### src/rtl/instruction_fetch.sv
// Instruction fetch unit: PC sequencing, one-cycle memory latency, and a one-entry skid
// buffer so a downstream stall never drops or duplicates an instruction.
module instruction_fetch #(
  parameter int unsigned        ADDR_W   = 6,
  parameter logic [ADDR_W-1:0]  RESET_PC = '0
) (
  input  logic              clk,
  input  logic              rst_n,
  input  logic              start,
  input  logic              halt_req,
  input  logic              redirect_valid,
  input  logic [ADDR_W-1:0] redirect_pc,
  output logic [ADDR_W-1:0] im_addr,
  input  logic [31:0]       im_rdata,
  output logic [31:0]       inst,
  output logic [ADDR_W-1:0] inst_pc,
  output logic              inst_valid,
  input  logic              inst_ready,
  output logic [15:0]       fetch_count,
  output logic [1:0]        state
);

  typedef enum logic [1:0] {
    StIdle = 2'd0,
    StRun  = 2'd1,
    StHalt = 2'd2
  } state_e;

  state_e            state_q;
  logic [ADDR_W-1:0] pc_q;
  logic              inflight_q;
  logic [ADDR_W-1:0] inflight_pc_q;
  logic              skid_valid_q;
  logic [31:0]       skid_data_q;
  logic [ADDR_W-1:0] skid_pc_q;
  logic              inst_valid_q;
  logic [31:0]       inst_q;
  logic [ADDR_W-1:0] inst_pc_q;
  logic [15:0]       fetch_count_q;

  logic stall;
  logic xfer;
  logic issue;

  assign stall = inst_valid_q && !inst_ready;
  assign xfer  = inst_valid_q && inst_ready;
  // Issue is blocked while the skid holds data, so a return can never meet a full skid.
  assign issue = (state_q == StRun) && !redirect_valid && !halt_req && !stall && !skid_valid_q;

  always_ff @(posedge clk or negedge rst_n) begin
    if (!rst_n) begin
      state_q       <= StIdle;
      pc_q          <= RESET_PC;
      inflight_q    <= 1'b0;
      inflight_pc_q <= '0;
      skid_valid_q  <= 1'b0;
      skid_data_q   <= '0;
      skid_pc_q     <= '0;
      inst_valid_q  <= 1'b0;
      inst_q        <= '0;
      inst_pc_q     <= '0;
      fetch_count_q <= '0;
    end else if (redirect_valid) begin
      // Flush everything in flight; the output word is dropped without being counted.
      state_q      <= StRun;
      pc_q         <= redirect_pc;
      inflight_q   <= 1'b0;
      skid_valid_q <= 1'b0;
      inst_valid_q <= 1'b0;
    end else begin
      case (state_q)
        StIdle:  if (start) state_q <= StRun;
        StRun:   if (halt_req) state_q <= StHalt;
        default: ;
      endcase

      if (issue) begin
        pc_q          <= pc_q + ADDR_W'(1);
        inflight_pc_q <= pc_q;
      end
      inflight_q <= issue;

      if (inflight_q && !stall) begin
        inst_q       <= im_rdata;
        inst_pc_q    <= inflight_pc_q;
        inst_valid_q <= 1'b1;
      end else if (inflight_q) begin
        skid_data_q  <= im_rdata;
        skid_pc_q    <= inflight_pc_q;
        skid_valid_q <= 1'b1;
      end else if (skid_valid_q && !stall) begin
        inst_q       <= skid_data_q;
        inst_pc_q    <= skid_pc_q;
        inst_valid_q <= 1'b1;
        skid_valid_q <= 1'b0;
      end else if (xfer) begin
        inst_valid_q <= 1'b0;
      end

      if (xfer && (fetch_count_q != 16'hFFFF)) begin
        fetch_count_q <= fetch_count_q + 16'd1;
      end
    end
  end

  assign im_addr     = pc_q;
  assign inst        = inst_q;
  assign inst_pc     = inst_pc_q;
  assign inst_valid  = inst_valid_q;
  assign fetch_count = fetch_count_q;
  assign state       = state_q;

endmodule

### config.mk
export PLATFORM = sky130hd
export DESIGN_NAME = instruction_fetch
export DESIGN_NICKNAME = d
export VERILOG_FILES = /design/src/rtl/instruction_fetch.sv
export SDC_FILE = /design/constraint.sdc
export NUM_CORES = 1
export LEC_CHECK = 0
export ABC_AREA = 0
export BUFFER_PORTS_ARGS = -buffer_cell sky130_fd_sc_hd__buf_2
export CORE_UTILIZATION = 50
export DETAILED_ROUTE_END_ITERATION = 10
export GPL_TIMING_DRIVEN = 0
export PLACE_DENSITY = 0.75
export SYNTH_ARGS = -nofsm -noshare
export SYNTH_HDL_FRONTEND = slang
export SYNTH_SLANG_ARGS = --single-unit
export TNS_END_PERCENT = 50
### constraint.sdc
create_clock -name clk -period 2.23 [get_ports clk]
set_input_delay 0 -clock clk [delete_from_list [all_inputs] [get_ports clk]]
set_output_delay 0 -clock clk [all_outputs]
set_load 0.01 [all_outputs]
==> metrics.txt, run 1 <==
proportion of synthesized chip area in sequential cells=0.582; Slowest cell on crit path=dfrtp_1; Worst Skew=0.0139 ns; synthesized flop and latch total=109; gpl congestion=0.782; worst path cell trace=ha_1 > nand3_1 > nor3_1 > nor3b_1 > nand4_1 > xnor2_1; Required @ worst endpoint=2.48 ns; Avg Synthesized Cell Area=10.9 um2; PD cells=794 nW/um2; H-tree levels=3; num rows=34; grt total ovfl=0; number of remaining DRC errors=0; Area Growth Syn to Fin=27.9%; CTS tree=done; DRT iter0 DRCs=143; placed cell count=644; Synth area leader=dfrtp_1; placed cell areas=5370 um2; post-synthesis cell area=4680 um2; met2 routed WL=5.08 mm; n_diodes=0; status=finished clean; Final #Nets=636; initial antenna violation count=0; Hold Crit Class=in -> async; top cells by count, synth=dfrtp_1, a21oi_1, nor2_1; Worst-Margin Slew=0.627 ns; RSZ-0062 raised after global routing=false; layout cells sized above 1=0.296; Avg WL per Cell=14.7 um; Vias=3702; global-route wire length before repair=17.4 mm; Synth cell types=34; final setup fails=0; Placeable Area=8890 um2; post-synthesis cell count=430; Hold WS=0.181 ns; drt via density=5.27; Synth Flop Type=dfrtp_1; met3 WL=438 um; Starting Density=0.527; asr flop ratio synth=1.00; Final Hold Vio Count=0; Worst EP arrival=2.23 ns; Die Ht=98.8 um; total clock buffers created by CTS=9; Max Root-Sink Buffers=2; Synth Net Count=476; post-synthesis simple-gate area fraction=0.154; top-count cell post-synth=dfrtp_1; leakage=2.93 nW; max layer used=met4; Post-Layout Cell Count=703; critical path startpoint category=register; # port buffers=105; die width=98.8 um; critical path startpoint=fetch_count[0]$_DFFE_PN0P_; vias in the first global route=3659; mux cell area share after synthesis=0.0938; pre-CTS setup slack=0.196 ns; Max VDD drop=463 uV; Total GRT Usage=0.225; Adder-Cell Fraction of Synth Area=0.00534; critical path type=reg -> reg; router iterations before antenna repair=4; clock insertion delay at the later pin of the skew report=0.36 ns; max frequency=0.505 GHz; CP endpoint kind=register; Routed Antenna Nets=0; PnR worst setup slack=0.250 ns; Final Util=0.674; total die area=9760 um2; final period demand of the worst path=1.98 ns; Max Cap Violations=0; Crit Reg-Reg Startpoint=fetch_count[0]$_DFFE_PN0P_; Max-slew headroom=0.582; largest net degree at the start of global routing=62; Clock Pin Slew Worst Setup and Hold Paths=0.11 ns; HPWL after DPL=7.05 mm; Slowest Stage Delay on Critical Path=0.48 ns; share of the synthesized area in the top cell type=0.582; Syn. warnings=0; Period Utilization, post-route=0.888; # clock sinks=109; DRT Wirelength=10.3 mm; XOR/XNOR Fraction of Synth Area=0.0281; final instance area=5990 um2; Synth Area in Compound Gates=0.112; clk root buf=clkbuf_8; Metal-1 WL=4.69 mm; Post-synth EDFFs=0; Synth area leaders=dfrtp_1, mux2_2, a21oi_1; worst-path fanout max=7; largest family of logic cells by synthesized area=simple AND/OR/NAND/NOR gates; Slew Viols, Final=0; number of I/O pins=107
critical path, delay by kind of cell, from the launching register on:
family,cells,cell delay [ns]
adders and majority gates,1,0.29
DFF,1,0.48
and+or+nand+nor,4,0.97
xor gates and xnor gates,1,0.14
final timing paths:
kind,cells after the start,endpoint,slack [ns]
min reg2reg,1,fetch_count[12]$_DFFE_PN0P_,0.49
max,6,fetch_count[12]$_DFFE_PN0P_,0.25
max reg2reg,6,fetch_count[12]$_DFFE_PN0P_,0.25
min in group clk,3,skid_data_q[26]$_DFFE_PN0P_,0.42
max in group asynchronous,3,fetch_count[7]$_DFFE_PN0P_,1.33
min,2,inst[29]$_DFFE_PN0P_,0.18
placed cells by master, fill, tap and decap left out, types with 3 or more instances in the layout:
cell type	n
buf_2	112
mux2_2	39
nand2_1	25
clkbuf_8	11
buf_1	4
xnor2_1	9
o21ai_0	3
nor2b_1	40
a21oi_1	81
nor2_1	45
nor3_1	3
nand3_1	7
a221o_1	3
inv_1	5
nand4_1	5
dfrtp_1	109
dlygate4sd3_1	43
nor2_2	3
and4_1	3
clkbuf_1	13
xor2_1	6
cells by family after synthesis:
kind of cell,count (synthesis)
multiplexers,39
adder cells (fa/ha/maj),2
buffers and inverters,28
flip-flops,109
AND/OR/NAND/NOR,141
AO/OA/AOI/OAI,96
XOR/XNOR,15
cell type report:
cell class	count	area, um2
Tap cell	108	135
Sequential cell	109	2730
Multi-Input combinational cell	293	1850
Timing Repair Buffer	149	986
Inverter	5	18.8
Clock buffer	13	159
Clock inverter	3	20.0
Fill cell	703	2900
Buffer	23	96.3
registers in the layout, indices dropped and copies added (netlist names):
signal	flops
inst_pc	6
fetch_count	16
state	2
inst	32
inflight_pc_q	6
inflight_q	1
skid_data_q	32
skid_pc_q	6
skid_valid_q	1
im_addr	6
inst_valid	1
metrics by stage:
step / TNS [ns] / power [mW]
6_report: 0 / 4.75
5_1_grt: 0 / 5.03
4_1_cts: 0 / 4.79
3_5_place_dp: 0 / 3.63
3_3_place_gp: -3.49 / 3.57
2_1_floorplan: 0 / 3.14
per-layer routing:
layer | vias up | global-route usage
met5 | - | 0
met4 | 0 | 0.0723
met3 | 11 | 0.0333
met2 | 113 | 0.376
met1 | 1789 | 0.303
li1 | 1789 | -
what timing repair did:
| action | CTS | global route |
|---|---|---|
| setup buffers | 0 | 0 |
| hold buffers | 43 | 0 |
| endpoints found under the hold margin | 121 | 0 |
| endpoints found under the setup margin | 0 | 2 |
| gates resized for setup | 0 | 1 |
power by group:
group          switching (mW)  total, mW  internal [mW]
registers               0.237       2.56           2.32
logic                   0.570       1.09          0.521
clock network           0.638       1.11          0.468
total                    1.45       4.75           3.31
No activity file was read; power rests on OpenSTA's default activity.
==> run 2, diff against run 1 <==
--- a/config.mk
+++ b/config.mk
@@ -7,7 +7,7 @@
 export LEC_CHECK = 0
 export ABC_AREA = 0
 export BUFFER_PORTS_ARGS = -buffer_cell sky130_fd_sc_hd__buf_2
-export CORE_UTILIZATION = 50
+export CORE_UTILIZATION = 48
 export DETAILED_ROUTE_END_ITERATION = 10
 export GPL_TIMING_DRIVEN = 0
 export PLACE_DENSITY = 0.75
==> constraint.sdc (replaced) <==
create_clock -name clk -period 1.78 [get_ports clk]
set_input_delay 0 -clock clk [delete_from_list [all_inputs] [get_ports clk]]
set_output_delay 0 -clock clk [all_outputs]
set_load 0.01 [all_outputs]
==> run 2 against run 1 <==
Compared with the run above: critical path depth fell by 1; flip-flop and latch count did not move; total power increased by 29%; hold slack worse by 0.17 ns; die area up 4.1%; critical endpoint is now fetch_count[15]$_DFFE_PN0P_.
==> metrics.txt, run 2 (same netlist as run 1, synthesis figures left out) <==
Max-slew headroom=0.515 (was 0.582); leakage=3.01 nW (was 2.93 nW); number of remaining DRC errors=0 (unchanged); Die Ht=101 um (was 98.8 um); sw power=1.81 mW (was 1.45 mW); Vias=3686 (was 3702); footprint of the multi-input gates=1910 um2 (was 1850 um2); Final Util=0.661 (was 0.674); Area Growth Syn to Fin=31.6% (was 27.9%); Avg WL per Cell=14.5 um (was 14.7 um); Routed Antenna Nets=0 (unchanged); Worst EP arrival=2.01 ns (was 2.23 ns); Internal=4.30 mW (was 3.31 mW); number of I/O pins=107 (unchanged); max frequency=0.574 GHz (was 0.505 GHz); PD cells=992 nW/um2 (was 794 nW/um2); router iterations before antenna repair=4 (unchanged); combinational power share=0.235 (was 0.229); initial antenna violation count=0 (unchanged); Crit Reg-Reg Startpoint=fetch_count[4]$_DFFE_PN0P_ (was fetch_count[0]$_DFFE_PN0P_); pre-CTS setup slack=-0.278 ns (was 0.196 ns); drt via density=5.05 (was 5.27); fraction of power consumed by sequential logic=0.524 (was 0.538); Total GRT Usage=0.213 (was 0.225); layout cells sized above 1=0.329 (was 0.296); H-tree levels=3 (unchanged); Hold EP=state[0]$_DFFE_PN0P_; sequential standard cell area=2730 um2 (about the same); vias in the first global route=3487 (was 3659); Fill cells=743 (was 703); Worst Skew=0.00800 ns (was 0.0139 ns); Slew Viols, Final=0 (unchanged); worst reg2reg setup slack=0.04 ns (was 0.25 ns); Max VDD drop=732 uV (was 463 uV); RSZ-0062 raised after global routing=true (was false); Required @ worst endpoint=2.05 ns (was 2.48 ns); DRT Wirelength=10.6 mm (was 10.3 mm); Max Cap Violations=0 (unchanged); largest net degree at the start of global routing=57 (was 62); status=finished clean (unchanged); Power, Total=6.11 mW (was 4.75 mW); Final #Nets=642 (was 636); HPWL after DPL=6.92 mm (was 7.05 mm); final period demand of the worst path=1.74 ns (was 1.98 ns); Worst Hold Depth=4; Sw Share=0.296 (was 0.304); Clock power frac=0.241 (was 0.233); critical path type=reg -> reg (unchanged); final instance area=6160 um2 (was 5990 um2); Period Utilization, post-route=0.978 (was 0.888); total clock buffers created by CTS=9 (unchanged); total die area=10200 um2 (was 9760 um2); CTS tree=done (unchanged); die width=101 um (was 98.8 um); Starting Density=0.502 (was 0.527); # clock sinks=109 (unchanged); grt total ovfl=0 (unchanged); Reg2Reg Depth=5 (was 6); Final Hold Vio Count=0 (unchanged); DRT iter0 DRCs=153 (was 143); Hold Crit Class=in -> reg (was in -> async); critical path startpoint category=register (unchanged); RR Endpoint=fetch_count[15]$_DFFE_PN0P_ (was fetch_count[12]$_DFFE_PN0P_); setup TNS=0 ns (unchanged); Placeable Area=9330 um2 (was 8890 um2); Clock Pin Slew Worst Setup and Hold Paths=0.09 ns (was 0.11 ns); num rows=35 (was 34); most common cell after layout, fill and taps aside=buf_2 (unchanged); clk root buf=clkbuf_8 (unchanged); worst-path fanout max=4 (was 7); Max Root-Sink Buffers=2 (unchanged); gpl congestion=0.813 (was 0.782); PnR worst setup slack=0.0383 ns (was 0.250 ns); Worst-Margin Slew=0.727 ns (was 0.627 ns); clock insertion delay at the later pin of the skew report=0.35 ns (was 0.36 ns); n_diodes=0 (unchanged); Hold Path Origin=start; final setup fails=0 (unchanged); global-route wire length before repair=16.9 mm (was 17.4 mm); CP endpoint kind=register (unchanged); most frequent cells in the layout=buf_2, dfrtp_1, a21oi_1 (unchanged); placed cell areas=5400 um2 (was 5370 um2); # port buffers=105 (unchanged)
==> run 2: layout make-up <==
| class | instances | share of cell area |
|---|---|---|
| well taps | 129 | 0.0262 |
| plain buffers | 23 | 0.0187 |
| clock buffers | 13 | 0.0242 |
| flip-flops and latches | 109 | 0.443 |
| multi-input cells | 293 | 0.310 |
| inverters | 5 | 0.00304 |
| clock inverters | 3 | 0.00731 |
| repair buffers | 155 | 0.167 |
==> run 2: worst max-delay path: stages, from the launching register on <==
cell and delay (ns):
dfrtp_2 0.43, nand3_2 0.14, or4_1 0.51, a211o_4 0.32, nor2_2 0.10, xor2_1 0.16
==> run 2: power by group through the flow <==
stage | sequential, mW | combinational (mW) | clock [mW]
2_1_floorplan | 3.35 | 0.577 | 0
3_3_place_gp | 3.22 | 1.26 | 0
3_5_place_dp | 3.24 | 1.30 | 0
4_1_cts | 3.19 | 1.38 | 1.53
5_1_grt | 3.26 | 1.61 | 1.63
6_report | 3.20 | 1.44 | 1.47
==> run 2: how the worst max path moves through the flow <==
stage | start | end | slack, ns | cells after the start
final | fetch_count[4]$_DFFE_PN0P_ | fetch_count[15]$_DFFE_PN0P_ | 0.04 | 5
after detailed placement | inst_valid$_DFFE_PN0P_ | inst[11]$_DFFE_PN0P_ | -0.28 | 5
after floorplan | fetch_count[0]$_DFFE_PN0P_ | fetch_count[12]$_DFFE_PN0P_ | 0.04 | 6
after global placement | rst_n | fetch_count[12]$_DFFE_PN0P_ | -0.47 | 1
after global routing | state[1]$_DFFE_PN0P_ | im_addr[5]$_DFFE_PN0P_ | -0.04 | 6
after CTS | fetch_count[9]$_DFFE_PN0P_ | fetch_count[1]$_DFFE_PN0P_ | -0.003 | 4
==> run 2: what timing repair did <==
item | CTS | global route
hold buffers | 43 | 0
setup endpoints to repair | 63 | 39
buffers inserted | 0 | 6
gates resized for setup | 13 | 14
hold endpoints to repair | 129 | 0
==> run 2: per-stage QoR <==
step	hold WS, ns	instances
after detailed placement	0.102	665
after CTS	0.0109	724
after global placement	0.240	664
final	0.0155	730
after global routing	0.0444	730
after floorplan	-0.296	430
==> run 2: layer usage <==
metal	GRT usage	up-vias	share of wire
met4	0.0535	0	0.0045
met1	0.306	1768	0.48
met5	0	-	0
met3	0.0402	4	0.047
met2	0.335	104	0.47
li1	-	1810	-
==> run 3, diff against run 2 <==
--- a/config.mk
+++ b/config.mk
@@ -5,12 +5,12 @@
 export SDC_FILE = /design/constraint.sdc
 export NUM_CORES = 1
 export LEC_CHECK = 0
-export ABC_AREA = 0
+export ABC_AREA = 1
 export BUFFER_PORTS_ARGS = -buffer_cell sky130_fd_sc_hd__buf_2
-export CORE_UTILIZATION = 48
+export CORE_UTILIZATION = 49
 export DETAILED_ROUTE_END_ITERATION = 10
 export GPL_TIMING_DRIVEN = 0
-export PLACE_DENSITY = 0.75
+export PLACE_DENSITY = 0.76
 export SYNTH_ARGS = -nofsm -noshare
 export SYNTH_HDL_FRONTEND = slang
 export SYNTH_SLANG_ARGS = --single-unit
==> run 3 against run 2 <==
Compared with the run above: global-route usage grew 2.1 points; largest power group unchanged; critical path depth grew 5; total power grew 7.5%; non-clock buffer count grew 2; die area grew 5.1%; flip-flop and latch count is the same; hold slack gained 0.0043 ns; clock power grew 14%; sequential power grew 3%.
==> metrics.txt, run 3 <==
top cells by count, synth=nand2_1, dfrtp_1, inv_1 (was dfrtp_1, a21oi_1, nor2_1); Total GRT Usage=0.234 (was 0.213); final instance area=6440 um2 (was 6160 um2); critical path type=reg -> reg (unchanged); critical path startpoint=fetch_count[0]$_DFFE_PN0P_ (was fetch_count[4]$_DFFE_PN0P_); largest net degree at the start of global routing=56 (was 57); Max Cap Violations=0 (unchanged); clk root buf=clkbuf_8 (unchanged); Worst EP arrival=1.97 ns (was 2.01 ns); global-route wire length before repair=19.0 mm (was 16.9 mm); layout cells sized above 1=0.239 (was 0.329); Post-synth EDFFs=0 (unchanged); clock insertion delay at the later pin of the skew report=0.38 ns (was 0.35 ns); Clock Pin Slew Worst Setup and Hold Paths=0.10 ns (was 0.09 ns); Power, Total=6.57 mW (was 6.11 mW); Synth area leader=dfrtp_1 (unchanged); Synth Flop Type=dfrtp_1 (unchanged); number of I/O pins=107 (unchanged); number of remaining DRC errors=0 (unchanged); share of the synthesized area in the top cell type=0.543 (was 0.582); Hold EP=im_addr[3]$_DFFE_PN0P_ (was state[0]$_DFFE_PN0P_); post-synthesis cell count=566 (was 430); Max-slew headroom=0.517 (was 0.515); drt via density=5.03 (was 5.05); n_diodes=0 (unchanged); # clock sinks=109 (unchanged); Max VDD drop=602 uV (was 732 uV); placed cell areas=5750 um2 (was 5400 um2); HPWL after DPL=8.19 mm (was 6.92 mm); gpl congestion=0.815 (was 0.813); status=finished clean (unchanged); top-count cell post-synth=nand2_1 (was dfrtp_1); fraction of power consumed by sequential logic=0.501 (was 0.524); Synth area leaders=dfrtp_1, nand2_1, a22oi_1 (was dfrtp_1, mux2_2, a21oi_1); critical path startpoint category=register (unchanged); Synth cell types=31 (was 34); Vias=4364 (was 3686); initial antenna violation count=0 (unchanged); total die area=10700 um2 (was 10200 um2); Worst-Margin Slew=0.725 ns (was 0.727 ns); Sw Share=0.307 (was 0.296); Hold WS=0.0198 ns (was 0.0155 ns); Synth Net Count=612 (was 476); worst-path fanout max=10 (was 4); Die Ht=103 um (was 101 um); asr flop ratio synth=1.00 (unchanged); Placeable Area=9860 um2 (was 9330 um2); die width=103 um (was 101 um); final setup fails=0 (unchanged); Max Root-Sink Buffers=2 (unchanged); leakage=3.34 nW (was 3.01 nW); vias in the first global route=4092 (was 3487); Avg WL per Cell=13.7 um (was 14.5 um); grt total ovfl=0 (unchanged); Hold Crit Class=in -> reg (unchanged); sw power=2.02 mW (was 1.81 mW); synthesized flop and latch total=109 (unchanged); num rows=36 (was 35); most common cell after layout, fill and taps aside=nand2_1 (was buf_2); H-tree levels=3 (unchanged); DRT Wirelength=11.9 mm (was 10.6 mm); Final #Nets=777 (was 642); Final Util=0.652 (was 0.661); Worst Skew=0.0112 ns (was 0.00800 ns); RSZ-0062 raised after global routing=false (was true); Post-Layout Cell Count=868 (was 730); Starting Density=0.510 (was 0.502); proportion of synthesized chip area in sequential cells=0.543 (was 0.582); final period demand of the worst path=1.65 ns (was 1.74 ns); Syn. warnings=0 (unchanged); placed cell count=806 (was 665); Clock power frac=0.254 (was 0.241); CP endpoint kind=register (unchanged); Internal=4.55 mW (was 4.30 mW); most frequent cells in the layout=nand2_1, buf_2, dfrtp_1 (was buf_2, dfrtp_1, a21oi_1); RR Endpoint=fetch_count[13]$_DFFE_PN0P_ (was fetch_count[15]$_DFFE_PN0P_); combinational power share=0.245 (was 0.235); Reg2Reg Depth=10 (was 5); Crit Reg-Reg Startpoint=fetch_count[0]$_DFFE_PN0P_ (was fetch_count[4]$_DFFE_PN0P_); CTS tree=done (unchanged); Worst Hold Depth=4 (unchanged); Routed Antenna Nets=0 (unchanged); Period Utilization, post-route=0.928 (was 0.978); PD cells=1020 nW/um2 (was 992 nW/um2); Slew Viols, Final=0 (unchanged); post-synthesis cell area=5030 um2 (was 4680 um2); worst reg2reg setup slack=0.13 ns (was 0.04 ns); Required @ worst endpoint=2.09 ns (was 2.05 ns); Area Growth Syn to Fin=28.0% (was 31.6%); max frequency=0.606 GHz (was 0.574 GHz); Final Hold Vio Count=0 (unchanged); # port buffers=106 (was 105); Hold Path Origin=redirect_pc[3] (was start); total clock buffers created by CTS=9 (unchanged); router iterations before antenna repair=5 (was 4); DRT iter0 DRCs=186 (was 153); Avg Synthesized Cell Area=8.88 um2 (was 10.9 um2)
run 3: logic make-up after synthesis:
| group | Yosys count | share of synthesized area |
|---|---|---|
| buf+inv | 106 | 0.0844 |
| mux | 17 | 0.0381 |
| compound gates | 111 | 0.131 |
| simple gates | 209 | 0.178 |
| flops | 109 | 0.543 |
| xor+xnor | 12 | 0.0209 |
| fa+ha+maj | 2 | 0.00498 |
run 3: power groups by stage:
stage	Combinational [mW]	Clock [mW]	Sequential, mW
2_1_floorplan	0.671	0	3.47
4_1_cts	1.56	1.71	3.30
3_3_place_gp	1.44	0	3.31
5_1_grt	1.81	1.79	3.36
3_5_place_dp	1.49	0	3.35
6_report	1.61	1.67	3.29
run 3: worst max-delay path, cell delays in order (launching register included):
cell and delay (ns):
dfrtp_1 0.41, ha_2 0.21, nand2_1 0.09, nor2_4 0.16, nand2_2 0.10, nor2_4 0.18, nor2_4 0.07, nand2_4 0.10
buf_6 0.15, nand2_1 0.05, nand2_1 0.06
run 3: cell type report:
class	instances	area, um2
clock inverter	5	82.6
sequential	109	2730
clock buffer	10	138
timing repair buffer	154	1010
tap	133	166
fill	797	3430
buffer	26	124
multi-input combinational	351	1880
inverter	80	300
run 3: per-stage QoR:
| stage | setup TNS, ns | worst slack, ns |
|---|---|---|
| after floorplan | 0 | 0.232 |
| after global placement | -54.64 | -0.507 |
| after detailed placement | 0 | 0.0263 |
| after CTS | 0 | 0.0105 |
| after global routing | 0 | 0.00103 |
| final | 0 | 0.129 |
run 3: worst max-delay path by stage:
stage | endpoint | slack, ns | cells after the start
finish | fetch_count[13]$_DFFE_PN0P_ | 0.13 | 10
global route | fetch_count[12]$_DFFE_PN0P_ | 0.001 | 10
CTS | fetch_count[13]$_DFFE_PN0P_ | 0.01 | 8
detailed placement | fetch_count[13]$_DFFE_PN0P_ | 0.03 | 8
global placement | inst[9]$_DFFE_PN0P_ | -0.51 | 1
floorplan | fetch_count[13]$_DFFE_PN0P_ | 0.23 | 10
run 3: repair_timing:
action | 4_1_cts | 5_1_grt
setup buffers | 0 | 7
resized for setup | 0 | 2
setup endpoints to repair | 0 | 15
hold buffers | 40 | 0
endpoints found under the hold margin | 126 | 0
run 3: metal layers:
metal / vias up / GRT usage / share of wire
met4: 0 / 0.107 / 0.015
met2: 127 / 0.397 / 0.49
met3: 14 / 0.0329 / 0.049
met5: - / 0 / 0
li1: 2156 / - / -
met1: 2067 / 0.298 / 0.44
